File: config.mk
export PLATFORM = sky130hd
export DESIGN_NAME = acc_mult_seq
export DESIGN_NICKNAME = d
export VERILOG_FILES = /design/src/rtl/acc_mult_seq.sv
export SDC_FILE = /design/constraint.sdc
export NUM_CORES = 1
export LEC_CHECK = 0
export ABC_AREA = 1
export CAP_MARGIN = 40
export CORE_MARGIN = 10
export CORE_UTILIZATION = 45
export DETAILED_ROUTE_END_ITERATION = 7
export PLACE_DENSITY = 0.77
export SLEW_MARGIN = 25
export SYNTH_ARGS = -nofsm -noshare
export SYNTH_HDL_FRONTEND = slang
export SYNTH_SLANG_ARGS = --single-unit
File: constraint.sdc
create_clock -name Clk -period 3.2 [get_ports Clk]
set_input_delay 0.48 -clock Clk [delete_from_list [all_inputs] [get_ports Clk]]
set_output_delay 0.48 -clock Clk [all_outputs]
set_load 0.005 [all_outputs]
File: src/rtl/acc_mult_seq.sv
// Sequential shift-add multiplier with its own control FSM and Start/Pronto/Done handshake.
// Define ACC_SIGNED_EN for two's-complement operands (adds the SINAL sign-fix state).
module acc_mult_seq #(
    parameter int WIDTH = 16
) (
    input  logic                 Clk,
    input  logic                 Rst,
    input  logic                 Start,
    input  logic [WIDTH-1:0]     Multiplicando,
    input  logic [WIDTH-1:0]     Multiplicador,
    output logic                 Pronto,
    output logic                 Done,
    output logic [2*WIDTH-1:0]   Produto,
    output logic [2*WIDTH:0]     Saidas
);

    localparam int CW = $clog2(WIDTH + 1);

`ifdef ACC_SIGNED_EN
    typedef enum logic [1:0] {IDLE, CALC, SINAL, FIM} state_t;
`else
    typedef enum logic [1:0] {IDLE, CALC, FIM} state_t;
`endif

    state_t                state, next_state;
    logic [CW-1:0]         cnt;
    logic [WIDTH-1:0]      m;
    logic [2*WIDTH:0]      acc;
    logic [WIDTH:0]        sum;
    logic [WIDTH-1:0]      op_m, op_q;

`ifdef ACC_SIGNED_EN
    logic                  neg;
    logic [2*WIDTH-1:0]    fixed_acc;

    // Magnitudes go through the unsigned core; -2^(W-1) negates to 2^(W-1), which still fits.
    assign op_m      = Multiplicando[WIDTH-1] ? -Multiplicando : Multiplicando;
    assign op_q      = Multiplicador[WIDTH-1] ? -Multiplicador : Multiplicador;
    assign fixed_acc = neg ? -acc[2*WIDTH-1:0] : acc[2*WIDTH-1:0];
`else
    assign op_m = Multiplicando;
    assign op_q = Multiplicador;
`endif

    assign sum    = {1'b0, acc[2*WIDTH-1:WIDTH]} + {1'b0, m};
    assign Pronto = (state == IDLE);
    assign Done   = (state == FIM);
    assign Saidas = acc;

    always_ff @(posedge Clk or posedge Rst) begin
        if (Rst) begin
            state <= IDLE;
        end else begin
            state <= next_state;
        end
    end

    always_comb begin
        next_state = state;
        case (state)
            IDLE: begin
                if (Start) begin
                    next_state = CALC;
                end
            end
            CALC: begin
                if (cnt == '0) begin
`ifdef ACC_SIGNED_EN
                    next_state = SINAL;
`else
                    next_state = FIM;
`endif
                end
            end
`ifdef ACC_SIGNED_EN
            SINAL:   next_state = FIM;
`endif
            FIM:     next_state = IDLE;
            default: next_state = IDLE;
        endcase
    end

    // CALC runs exactly WIDTH add/shift steps, then spends one edge leaving with cnt at zero.
    always_ff @(posedge Clk or posedge Rst) begin
        if (Rst) begin
            acc     <= '0;
            m       <= '0;
            cnt     <= '0;
            Produto <= '0;
`ifdef ACC_SIGNED_EN
            neg     <= 1'b0;
`endif
        end else begin
            case (state)
                IDLE: begin
                    if (Start) begin
                        m   <= op_m;
                        acc <= {{(WIDTH+1){1'b0}}, op_q};
                        cnt <= CW'(WIDTH);
`ifdef ACC_SIGNED_EN
                        neg <= Multiplicando[WIDTH-1] ^ Multiplicador[WIDTH-1];
`endif
                    end
                end
                CALC: begin
                    if (cnt != '0) begin
                        if (acc[0]) begin
                            acc <= {1'b0, sum, acc[WIDTH-1:1]};
                        end else begin
                            acc <= acc >> 1;
                        end
                        cnt <= cnt - CW'(1);
                    end
`ifndef ACC_SIGNED_EN
                    else begin
                        Produto <= acc[2*WIDTH-1:0];
                    end
`endif
                end
`ifdef ACC_SIGNED_EN
                SINAL: begin
                    acc[2*WIDTH-1:0] <= fixed_acc;
                    Produto          <= fixed_acc;
                end
`endif
                default: ;
            endcase
        end
    end

endmodule
Yosys cells after proc, flatten, opt, wreduce, memory -nomap -nowiden
Cells that the tools add are included.
{"block": "totals", "out_inout_bits": 67, "regBits": 88, "elab_cells": 31}
{"block": "classes", "n_addsub": 2, "n_mux": 10, "eq_ne": 5, "reduce_logical": 8, "bitwise": 1}
{"operator": "$mux W33", "count": 2}
{"operator": "$pmux W33 S2", "count": 1}
{"operator": "$mux W32", "count": 1}
{"operator": "$add A16 B16 Y17", "count": 1}
{"operator": "$mux W5", "count": 2}
{"operator": "$pmux W5 S2", "count": 1}
{"operator": "$ne A2 B2 Y1 const B", "count": 3}
{"operator": "$reduce_and A2 Y1", "count": 3}
{"operator": "$logic_not A5 Y1", "count": 1}
{"operator": "$reduce_bool A5 Y1", "count": 1}
{"operator": "$sub A5 B1 Y5 const B", "count": 1}
{"operator": "$mux W2", "count": 2}
{"operator": "$pmux W2 S2", "count": 1}
{"operator": "$reduce_and A3 Y1", "count": 1}
{"operator": "$eq A2 B1 Y1 const B", "count": 1}
{"operator": "$eq A2 B2 Y1 const B", "count": 1}
{"operator": "$logic_not A2 Y1", "count": 1}
{"operator": "$reduce_bool A2 Y1", "count": 1}
{"operator": "$not A1 Y1", "count": 1}

Longest topological paths before layout
Gate-level depths: netlist (run 1).
{"block": "depth", "word_depth": 4, "ltp_mapped": 12, "depth_no_buf": 12}

Worst setup path after synthesis (run 1)
Ideal clock, no wire load.
{"block": "synth_path", "kind": "reg2reg", "from": "reg acc[16], in the netlist Saidas[16]", "to": "reg acc[23], in the netlist Saidas[23]", "required_time_ns": 3.083, "n_path_buf": 0, "arrival_ns": 1.649, "slack_ns": 1.435, "stages_incl_launch_ff": 12, "setup_time_ns": 0.117, "cell_sequence": "dfrtp_1 ha_1 fa_1 nand2_1 nand2_1 and2_1 nand2_1 nand2_1 xnor2_1 nand2_1 nand2_1 nand2_1"}
{"block": "synth_between", "elab_chain_cells": 4}
{"item": "start, declared", "line": "28", "rtl": "logic [2*WIDTH:0] acc;"}
{"item": "start signal, assigned", "line": "98", "rtl": "acc <= {{(WIDTH+1){1'b0}}, op_q};"}
{"item": "start signal, assigned", "line": "108", "rtl": "acc <= {1'b0, sum, acc[WIDTH-1:1]};"}
{"item": "start signal, assigned", "line": "110", "rtl": "acc <= acc >> 1;"}
{"item": "$add A16 B16 Y17", "line": "45", "rtl": "assign sum = {1'b0, acc[2*WIDTH-1:WIDTH]} + {1'b0, m};"}
{"item": "$mux W32", "line": "107", "rtl": "if (acc[0]) begin"}
{"item": "$mux W33", "line": "106", "rtl": "if (cnt != '0) begin"}
{"item": "$pmux W33 S2", "line": "94", "rtl": "case (state)"}
Every way passes these cells. The select of a mux whose other input is x is not followed.
A chain may end at the register's enable or synchronous reset.

Final worst setup path (run 1)
{"block": "layout_path", "from": "reg acc[0], in the netlist Saidas[0]", "to": "out Saidas[0]"}
{"item": "end, declared", "line": "14", "rtl": "output logic [2*WIDTH:0] Saidas"}
No word-level cell between the ends.

==> flow_summary.ini, run 1 <==
[floorplanning]
io_pins = 102
die-height_um = 123
die_w_um = 123
fp.coreArea_um2 = 10300
dieArea_um2 = 15100
start_util = 0.462
rows = 37

[synth]
synth_edf_count = 0
synth-main-ff-cell = dfrtp_1
syn-cell-area_um2 = 4770
async_reset_ff_frac = 1.00
syn_nets = 645
synth.top_cell.area_share = 0.456
ys_warn_count = 0
synthTopCellsByArea = dfrtp_1 46%, nand2_1 16%, inv_1 6.5%
ys_ff_latch = 87
ys_types = 40
synth_area_per_cell_um2 = 8.07
synth_top_area_cell = dfrtp_1
yosysSeqAreaShare = 0.456
syn-instance-count = 591

[layout]
final_area_um2 = 6010
drive_gt1_frac = 0.0918
fin_nets = 735
layout.cells.non_filler = 822
area_growth_pct = 26.0
antenna_cells = 0

[pwr]
p_per_area_nw_per_um2 = 1150
p_leak_nw = 3.02
ir_worst_vdd_mv = 0.570

[sta]
min_period_ns = 2.24
fin_crit_sh = 0.700
fin_tns_setup_ns = 0
slew_violations = 0
max-slew-margin-rel = 0.472
tightest_slew_ns = 0.793
rsz0062_at_grt = no
final-setup-viol-count = 0
clock.fmax_mhz = 446
finClkSkew_ns = 0.00775
hold_violations = 0

[hold_path]
hold_depth = 2
hold_class = reg -> reg

[clock_network]
tritoncts = yes
htreeDepth = 3
numCtsBuffers = 9
clk_pin_slew_ns = 0.09
cts_num_sinks = 87
clock_latency_ns = 0.37
clock_tree.root_cell = clkbuf_8
cts_setup_buffers = 0
cts_resized = 0
cts_hold_buffers = 0
ctsLongestPathBuffers = 2

[critical_path]
cp_cell_sequence = clkdlybuf4s50_1
max_stage_delay_ns = 0.76
ff2ff_path_depth = 6
slowest_stage = dfrtp_1
critPathCaptureType = output port
critPathBufInv = 1
cp_max_fo = 17
cp_top_family = flip-flops
critPathKind = reg -> out
worstPathArrival_ns = 1.76
required_ns = 2.72
path_depth = 1
start_kind = register

[route]
wire_per_inst_um = 14.8
vias_per_cell = 5.00
antenna_left = 0
drc = 0
finalWirelength_um = 12200
first_iter_violations = 335
num_vias = 4111
detail_route.first_pass.iterations = 4

[global_route]
antenna_found_initial = 0
grt_pass1_wl_um = 19900
grt_pass1_vias = 4144
grt_overflow = 0
grt_max_degree = 64
grt_usage = 0.165

[place]
gp_congestion = 0.918
portBuffers = 100
dp.cells = 806
placed_area_um2 = 5790
dp_hpwl_um = 8920

[job]
maxCapViolCount = 0

[status]
outcome = finished clean
## routing by layer
layer	vias to the layer above	part of all wire	global-route usage
met1	1914	0.45	0.207
met5	-	0	0
li1	2063	-	-
met2	115	0.45	0.263
met4	0	0.020	0.0729
met3	19	0.077	0.0410
## layout by cell type (no fill, tap or decap), drive strengths merged
cell           Yosys  final
a211oi             1      1
a21oi             19     19
a31oi              1      1
and2               1      1
buf               19      1
bufinv             0      2
clkbuf             3     11
clkdlybuf4s50      0    100
clkinv             0      3
clkinvlp           0      1
conb               1      1
dfrtp             87     87
fa                 1      1
ha                18     18
inv               86     85
nand2            213    213
nand3             26     26
nand3b             1      1
nand4              2      2
nor2              21     21
nor3               4      4
nor3b              1      1
o211ai            18     18
o21ai             59     59
o22ai              3      3
o31ai              1      1
or2                2      2
xnor2              2      2
xor2               1      1
## Yosys cell counts, drive strengths merged (2+ instances only)
cell / count
o21ai: 59
inv: 86
buf: 19
a21oi: 19
xnor2: 2
nand4: 2
nand2: 213
or2: 2
nor2: 21
nand3: 26
ha: 18
o22ai: 3
clkbuf: 3
o211ai: 18
dfrtp: 87
nor3: 4
## logic make-up (layout without fill, tap and decap cells)
family                   Yosys count  count (layout)  synth area share
buffers and inverters            108             203             0.105
AND/OR/NAND/NOR                  271             271             0.237
flip-flops                        87              87             0.456
adder cells (fa/ha/maj)           19              19            0.0514
AO/OA/AOI/OAI                    102             102             0.144
XOR/XNOR                           3               3           0.00551
other                              1               1          0.000786
## tightest hold or removal path: stages (launching register included)
cell and delay (ns):
dfrtp_1 0.35, nand2_1 0.06, o21ai_2 0.05
## layout make-up
class	instances	area, um2
inverter	86	329
timing repair buffer	101	1020
tap	136	170
fill	904	4310
sequential	87	2180
multi-input combinational	396	2090
clock buffer	11	141
clock inverter	5	81.3
## worst paths after layout
| kind | from | end | slack, ns |
|---|---|---|---|
| worst min register to register | Produto[18]$_DFFE_PP0P_ | Produto[18]$_DFFE_PP0P_ | 0.49 |
| worst min-delay path | Produto[18]$_DFFE_PP0P_ | Produto[18]$_DFFE_PP0P_ | 0.49 |
| worst max register to register | state[1]$_DFFE_PP0P_ | Saidas[25]$_DFFE_PP0P_ | 1.12 |
| min in group asynchronous | Rst | Produto[12]$_DFFE_PP0P_ | 0.53 |
| max in group asynchronous | Rst | Saidas[26]$_DFFE_PP0P_ | 1.99 |
| worst max-delay path | Saidas[0]$_DFFE_PP0P_ | Saidas[0] | 0.96 |
## per-stage QoR
stage / utilization / hold WS, ns / power [W] / worst slack [ns]
after floorplan: - / 0.453 / 0.00463 / 0.470
after global placement: 0.561 / 0.460 / 0.00592 / 0.946
after detailed placement: 0.561 / 0.467 / 0.00607 / 0.846
after CTS: 0.582 / 0.488 / 0.00697 / 0.933
after global routing: 0.582 / 0.501 / 0.00760 / 0.879
final: 0.582 / 0.485 / 0.00692 / 0.960
## power breakdown
group,switching (W),internal [W]
logic,0.00221,0.00176
clock network,0.000400,0.000461
registers,0.000445,0.00165
total,0.00305,0.00387
## sequential cells by signal, summed over array words and instances (netlist names)
signal / cells
Saidas: 32
state: 2
m: 16
cnt: 5
Produto: 32
Note: power is estimated with default switching activity, not from simulation.
==> inputs of run 2 (changes only) <==
--- a/config.mk
+++ b/config.mk
@@ -10,7 +10,7 @@
 export CORE_MARGIN = 10
 export CORE_UTILIZATION = 45
 export DETAILED_ROUTE_END_ITERATION = 7
-export PLACE_DENSITY = 0.77
+export PLACE_DENSITY = 0.8
 export SLEW_MARGIN = 25
 export SYNTH_ARGS = -nofsm -noshare
 export SYNTH_HDL_FRONTEND = slang
==> constraint.sdc (replaced) <==
create_clock -name Clk -period 1.8 [get_ports Clk]
set_input_delay 0.27 -clock Clk [delete_from_list [all_inputs] [get_ports Clk]]
set_output_delay 0.27 -clock Clk [all_outputs]
set_load 0.005 [all_outputs]
==> run 2 against run 1 <==
  * The flow now finishes with violations (negative setup slack)
  * Worst hold slack got worse by 0.11 ns
  * Register-to-register slack got worse by 1.2 ns
  * Worst setup slack got worse by 1.0 ns
  * Non-clock buffer count rose by 25
  * Critical path depth rose by 11
==> flow_summary.ini, run 2 (synthesis gave the netlist of run 1 again) <==
[critical_path]
worstPathArrival_ns = 2.11
critPathCaptureType = register
cp_max_fo = 3
critPathKind = reg -> reg
timing.critical_path.mode_cell = nand2_2
slowest_stage = dfrtp_1
cp_cell_sequence = ha_4, fa_2, nand2_2, nand2_2, nand3b_1, nand2_2, nand2_2, nand2_2, nand2_2, nand3_2, nand2_2, nand2_1
max_stage_delay_ns = 0.43
start_kind = register
required_ns = 2.06
ff2ff_setup_slack_ns = -0.05

[place]
dp_hpwl_um = 9380
gp_congestion = 0.916
portBuffers = 100
dp.cells = 826

[layout]
multiInputGateArea_um2 = 2280
layout.cells.non_filler = 847
final_common_cell = nand2_1
antenna_cells = 0
drive_gt1_frac = 0.172
area_growth_pct = 34.5
fill_cells = 886
fin_nets = 760
layout_common_cells = 196 x nand2_1, 99 x clkdlybuf4s50_1, 86 x dfrtp_1
seq_area_um2 = 2180

[pwr]
ir_worst_vdd_mv = 0.925
p_per_area_nw_per_um2 = 2090
p_leak_nw = 3.18

[clock_network]
ctsLongestPathBuffers = 2
clock_tree.root_cell = clkbuf_8
clock_latency_ns = 0.36
tritoncts = yes
numCtsBuffers = 9
cts_hold_buffers = 0
htreeDepth = 3
cts_num_sinks = 87
clk_pin_slew_ns = 0.08

[floorplanning]
dieArea_um2 = 15100
io_pins = 102
die-height_um = 123
fp.coreArea_um2 = 10300
die_w_um = 123
rows = 37
start_util = 0.462

[route]
finalWirelength_um = 13100
antenna_left = 0
vias_per_cell = 5.16
detail_route.first_pass.iterations = 5
first_iter_violations = 540
drc = 0
wire_per_inst_um = 15.5
num_vias = 4373

[job]
maxCapViolCount = 0

[global_route]
grt_overflow = 0
antenna_found_initial = 0
grt_pass1_wl_um = 21000
grt_pass1_vias = 4280
grt_usage = 0.171
grt_max_degree = 88

[sta]
final-setup-viol-count = 2
clock.fmax_mhz = 540
fin_crit_sh = 1.03
min_period_ns = 1.85
slew_violations = 0
setup_slack_ns = -0.0512
finClkSkew_ns = 0.0102
hold_violations = 0
rsz0062_at_grt = yes
fin_tns_setup_ns = -0.0709

[hold_path]
hold_class = in -> async

[status]
violations = negative setup slack
outcome = finished, violations left
-- run 2: repair_timing --
item | CTS | global route
pin swaps | 3 | 6
setup endpoints to repair | 7 | 14
setup buffers | 1 | 4
gates resized for setup | 6 | 31
-- run 2: where the power goes --
group | total (W) | switching (W) | leakage (nW) | internal (W)
Clock | 0.00141 | 0.000730 | 0.103 | 0.000681
Combinational | 0.00837 | 0.00451 | 2.01 | 0.00386
Sequential | 0.00366 | 0.000728 | 1.07 | 0.00293
Total | 0.0134 | 0.00597 | 3.18 | 0.00747
-- run 2: area by class of cell --
| class | count | share of cell area |
|---|---|---|
| sequential | 87 | 0.339 |
| timing repair buffer | 126 | 0.196 |
| inverter | 86 | 0.0517 |
| clock inverter | 5 | 0.00897 |
| multi-input combinational | 396 | 0.355 |
| clock buffer | 11 | 0.0220 |
| tap | 136 | 0.0265 |
-- run 2: layer usage --
layer / global-route usage / part of all wire / up-vias
li1: - / - / 2101
met1: 0.217 / 0.44 / 2076
met2: 0.279 / 0.47 / 173
met3: 0.0401 / 0.077 / 23
met4: 0.0596 / 0.018 / 0
met5: 0 / 0 / -
-- run 2: worst max-delay path: cells and delay by family, from the launching register on --
kind          cells  cell delay, ns
simple gates     10            0.76
flops             1            0.43
fa+ha+maj         2            0.55
-- run 2: path summary, 6_finish.rpt --
check / startpoint / to / depth (start not counted)
min in group Clk: Multiplicando[12] / m[12]$_DFFE_PP0P_ / 3
max: Saidas[16]$_DFFE_PP0P_ / Saidas[29]$_DFFE_PP0P_ / 12
max in group asynchronous: Rst / state[1]$_DFFE_PP0P_ / 3
min reg2reg: Produto[23]$_DFFE_PP0P_ / Produto[23]$_DFFE_PP0P_ / 2
max reg2reg: Saidas[16]$_DFFE_PP0P_ / Saidas[29]$_DFFE_PP0P_ / 12
min: Rst / Produto[14]$_DFFE_PP0P_ / 3
-- run 2: through the flow --
step	setup slack (ns)	hold WS, ns	instance area (um2)	total power [W]	util
after floorplan	0.0347	0.380	4770	0.00823	-
after global placement	-0.0249	0.460	5990	0.0110	0.580
after detailed placement	-0.0960	0.466	5990	0.0112	0.580
after CTS	0.00000600	0.422	6220	0.0128	0.602
after global routing	-0.147	0.436	6420	0.0146	0.622
final	-0.0512	0.375	6420	0.0134	0.622
==> inputs of run 3 (changes only) <==
==> constraint.sdc (replaced) <==
create_clock -name Clk -period 1.8 [get_ports Clk]
set_input_delay 0.27 -clock Clk [delete_from_list [all_inputs] [get_ports Clk]]
set_output_delay 0.27 -clock Clk [all_outputs]
set_load 0.1 [all_outputs]
==> run 3 against run 2 <==
  * The flow still finishes with violations (negative setup slack)
  * Routed wire length decreased by 2.2%
  * Non-clock buffer count shrank 3
  * First-iteration DRC count decreased by 22%
  * Critical path depth is the same
  * Critical path type unchanged
  * Fmax increased by 0.33%
  * Critical endpoint unchanged
  * Cell area rose by 5.3%
  * Sequential cell count stayed put
  * Cell count down 0.35%
  * Count of clock-buffer cells in the layout is the same
==> flow_summary.ini, run 3 (synthesis gave the netlist of run 1 again) <==
[place]
placed_area_um2 = 6380
dp_hpwl_um = 9370
portBuffers = 100
gp_congestion = 0.937
pre_cts_slack_ns = -0.00907

[sta]
final-setup-viol-count = 3
fin_crit_sh = 1.03
tightest_slew_ns = 0.644
setup_slack_ns = -0.0451
slew_violations = 0
min_period_ns = 1.85
clock.fmax_mhz = 542
finClkSkew_ns = 0.0106
hold_violations = 0
max-slew-margin-rel = 0.570
fin_tns_setup_ns = -0.0986
rsz0062_at_grt = yes

[floorplanning]
dieArea_um2 = 15100
die-height_um = 123
start_util = 0.462
fp.coreArea_um2 = 10300
io_pins = 102
die_w_um = 123
rows = 37

[global_route]
grt_max_degree = 88
grt_pass1_wl_um = 20600
antenna_found_initial = 0
grt_pass1_vias = 4191
grt_overflow = 0
grt_usage = 0.167

[critical_path]
cp_max_fo = 3
r2r_end = Saidas[29]$_DFFE_PP0P_
start_kind = register
required_ns = 2.05
ff2ff_path_depth = 12
regToRegStartpoint = Saidas[16]$_DFFE_PP0P_
critPathCaptureType = register
critPathKind = reg -> reg
crit_start = Saidas[16]$_DFFE_PP0P_
worstPathArrival_ns = 2.10
crit_end = Saidas[29]$_DFFE_PP0P_
ff2ff_setup_slack_ns = -0.05

[hold_path]
hold_class = in -> async

[route]
vias_per_cell = 5.07
drc = 0
num_vias = 4277
antenna_left = 0
first_iter_violations = 420
detail_route.first_pass.iterations = 5
finalWirelength_um = 12900
wire_per_inst_um = 15.2

[layout]
layout_common_cells = 197 x nand2_1, 79 x inv_1, 70 x dfrtp_1
antenna_cells = 0
fin_nets = 757
area_growth_pct = 41.7
drive_gt1_frac = 0.290
final_area_um2 = 6760
final_common_cell = nand2_1

[clock_network]
htreeDepth = 3
cts_hold_buffers = 0
clk_pin_slew_ns = 0.09
cts_num_sinks = 87
clock_latency_ns = 0.36
tritoncts = yes
clock_tree.root_cell = clkbuf_8
ctsLongestPathBuffers = 2
numCtsBuffers = 9

[job]
maxCapViolCount = 0

[status]
outcome = finished, violations left
violations = negative setup slack
==> run 3: final cells by class <==
class | instances | area, um2
multi-input cells | 396 | 2320
fillers | 817 | 3560
well taps | 136 | 170
inverters | 86 | 335
clock inverters | 5 | 40.0
flip-flops and latches | 87 | 2220
clock buffers | 11 | 151
repair buffers | 123 | 1530
==> run 3: worst min path at each step <==
stage | to | cells past startpoint | start | slack [ns]
6_report | Produto[13]$_DFFE_PP0P_ | 3 | Rst | 0.40
3_5_place_dp | Produto[8]$_DFFE_PP0P_ | 2 | Produto[8]$_DFFE_PP0P_ | 0.47
3_3_place_gp | Produto[7]$_DFFE_PP0P_ | 2 | Produto[7]$_DFFE_PP0P_ | 0.47
2_1_floorplan | m[0]$_DFFE_PP0P_ | 2 | Multiplicando[0] | 0.38
4_1_cts | m[3]$_DFFE_PP0P_ | 3 | Multiplicando[3] | 0.43
5_1_grt | m[1]$_DFFE_PP0P_ | 3 | Multiplicando[1] | 0.43
==> run 3: layer usage <==
layer	routed length, um	track usage	vias up
li1	-	-	2096
met1	5550	0.212	1992
met2	6100	0.274	167
met3	1050	0.0479	22
met4	168	0.0464	0
met5	0	0	-
==> run 3: what timing repair did <==
action | in CTS | in global routing
buffers inserted | 0 | 3
setup endpoints to repair | 3 | 13
pin swaps | 1 | 5
resized for setup | 2 | 31
==> run 3: metrics by stage <==
step | hold WS (ns) | util | std cells
floorplan | 0.380 | - | 591
global placement | 0.468 | 0.618 | 825
detailed placement | 0.471 | 0.618 | 825
CTS | 0.425 | 0.637 | 841
global route | 0.432 | 0.655 | 844
finish | 0.404 | 0.655 | 844
==> run 3: critical path, cell delays in order, from the launching register on <==
cell	delay (ns)
dfrtp_4	0.50
ha_4	0.17
fa_2	0.34
nand2_2	0.08
nand2_2	0.06
nand3b_1	0.12
nand2_2	0.10
nand2_2	0.07
nand2_1	0.05
nand2_1	0.08
nand3_2	0.07
nand2_2	0.06
nand2_1	0.04
Power of run 3 is not shown: default switching activity piles up to over one toggle a cycle in this logic, so the estimate is an artifact.
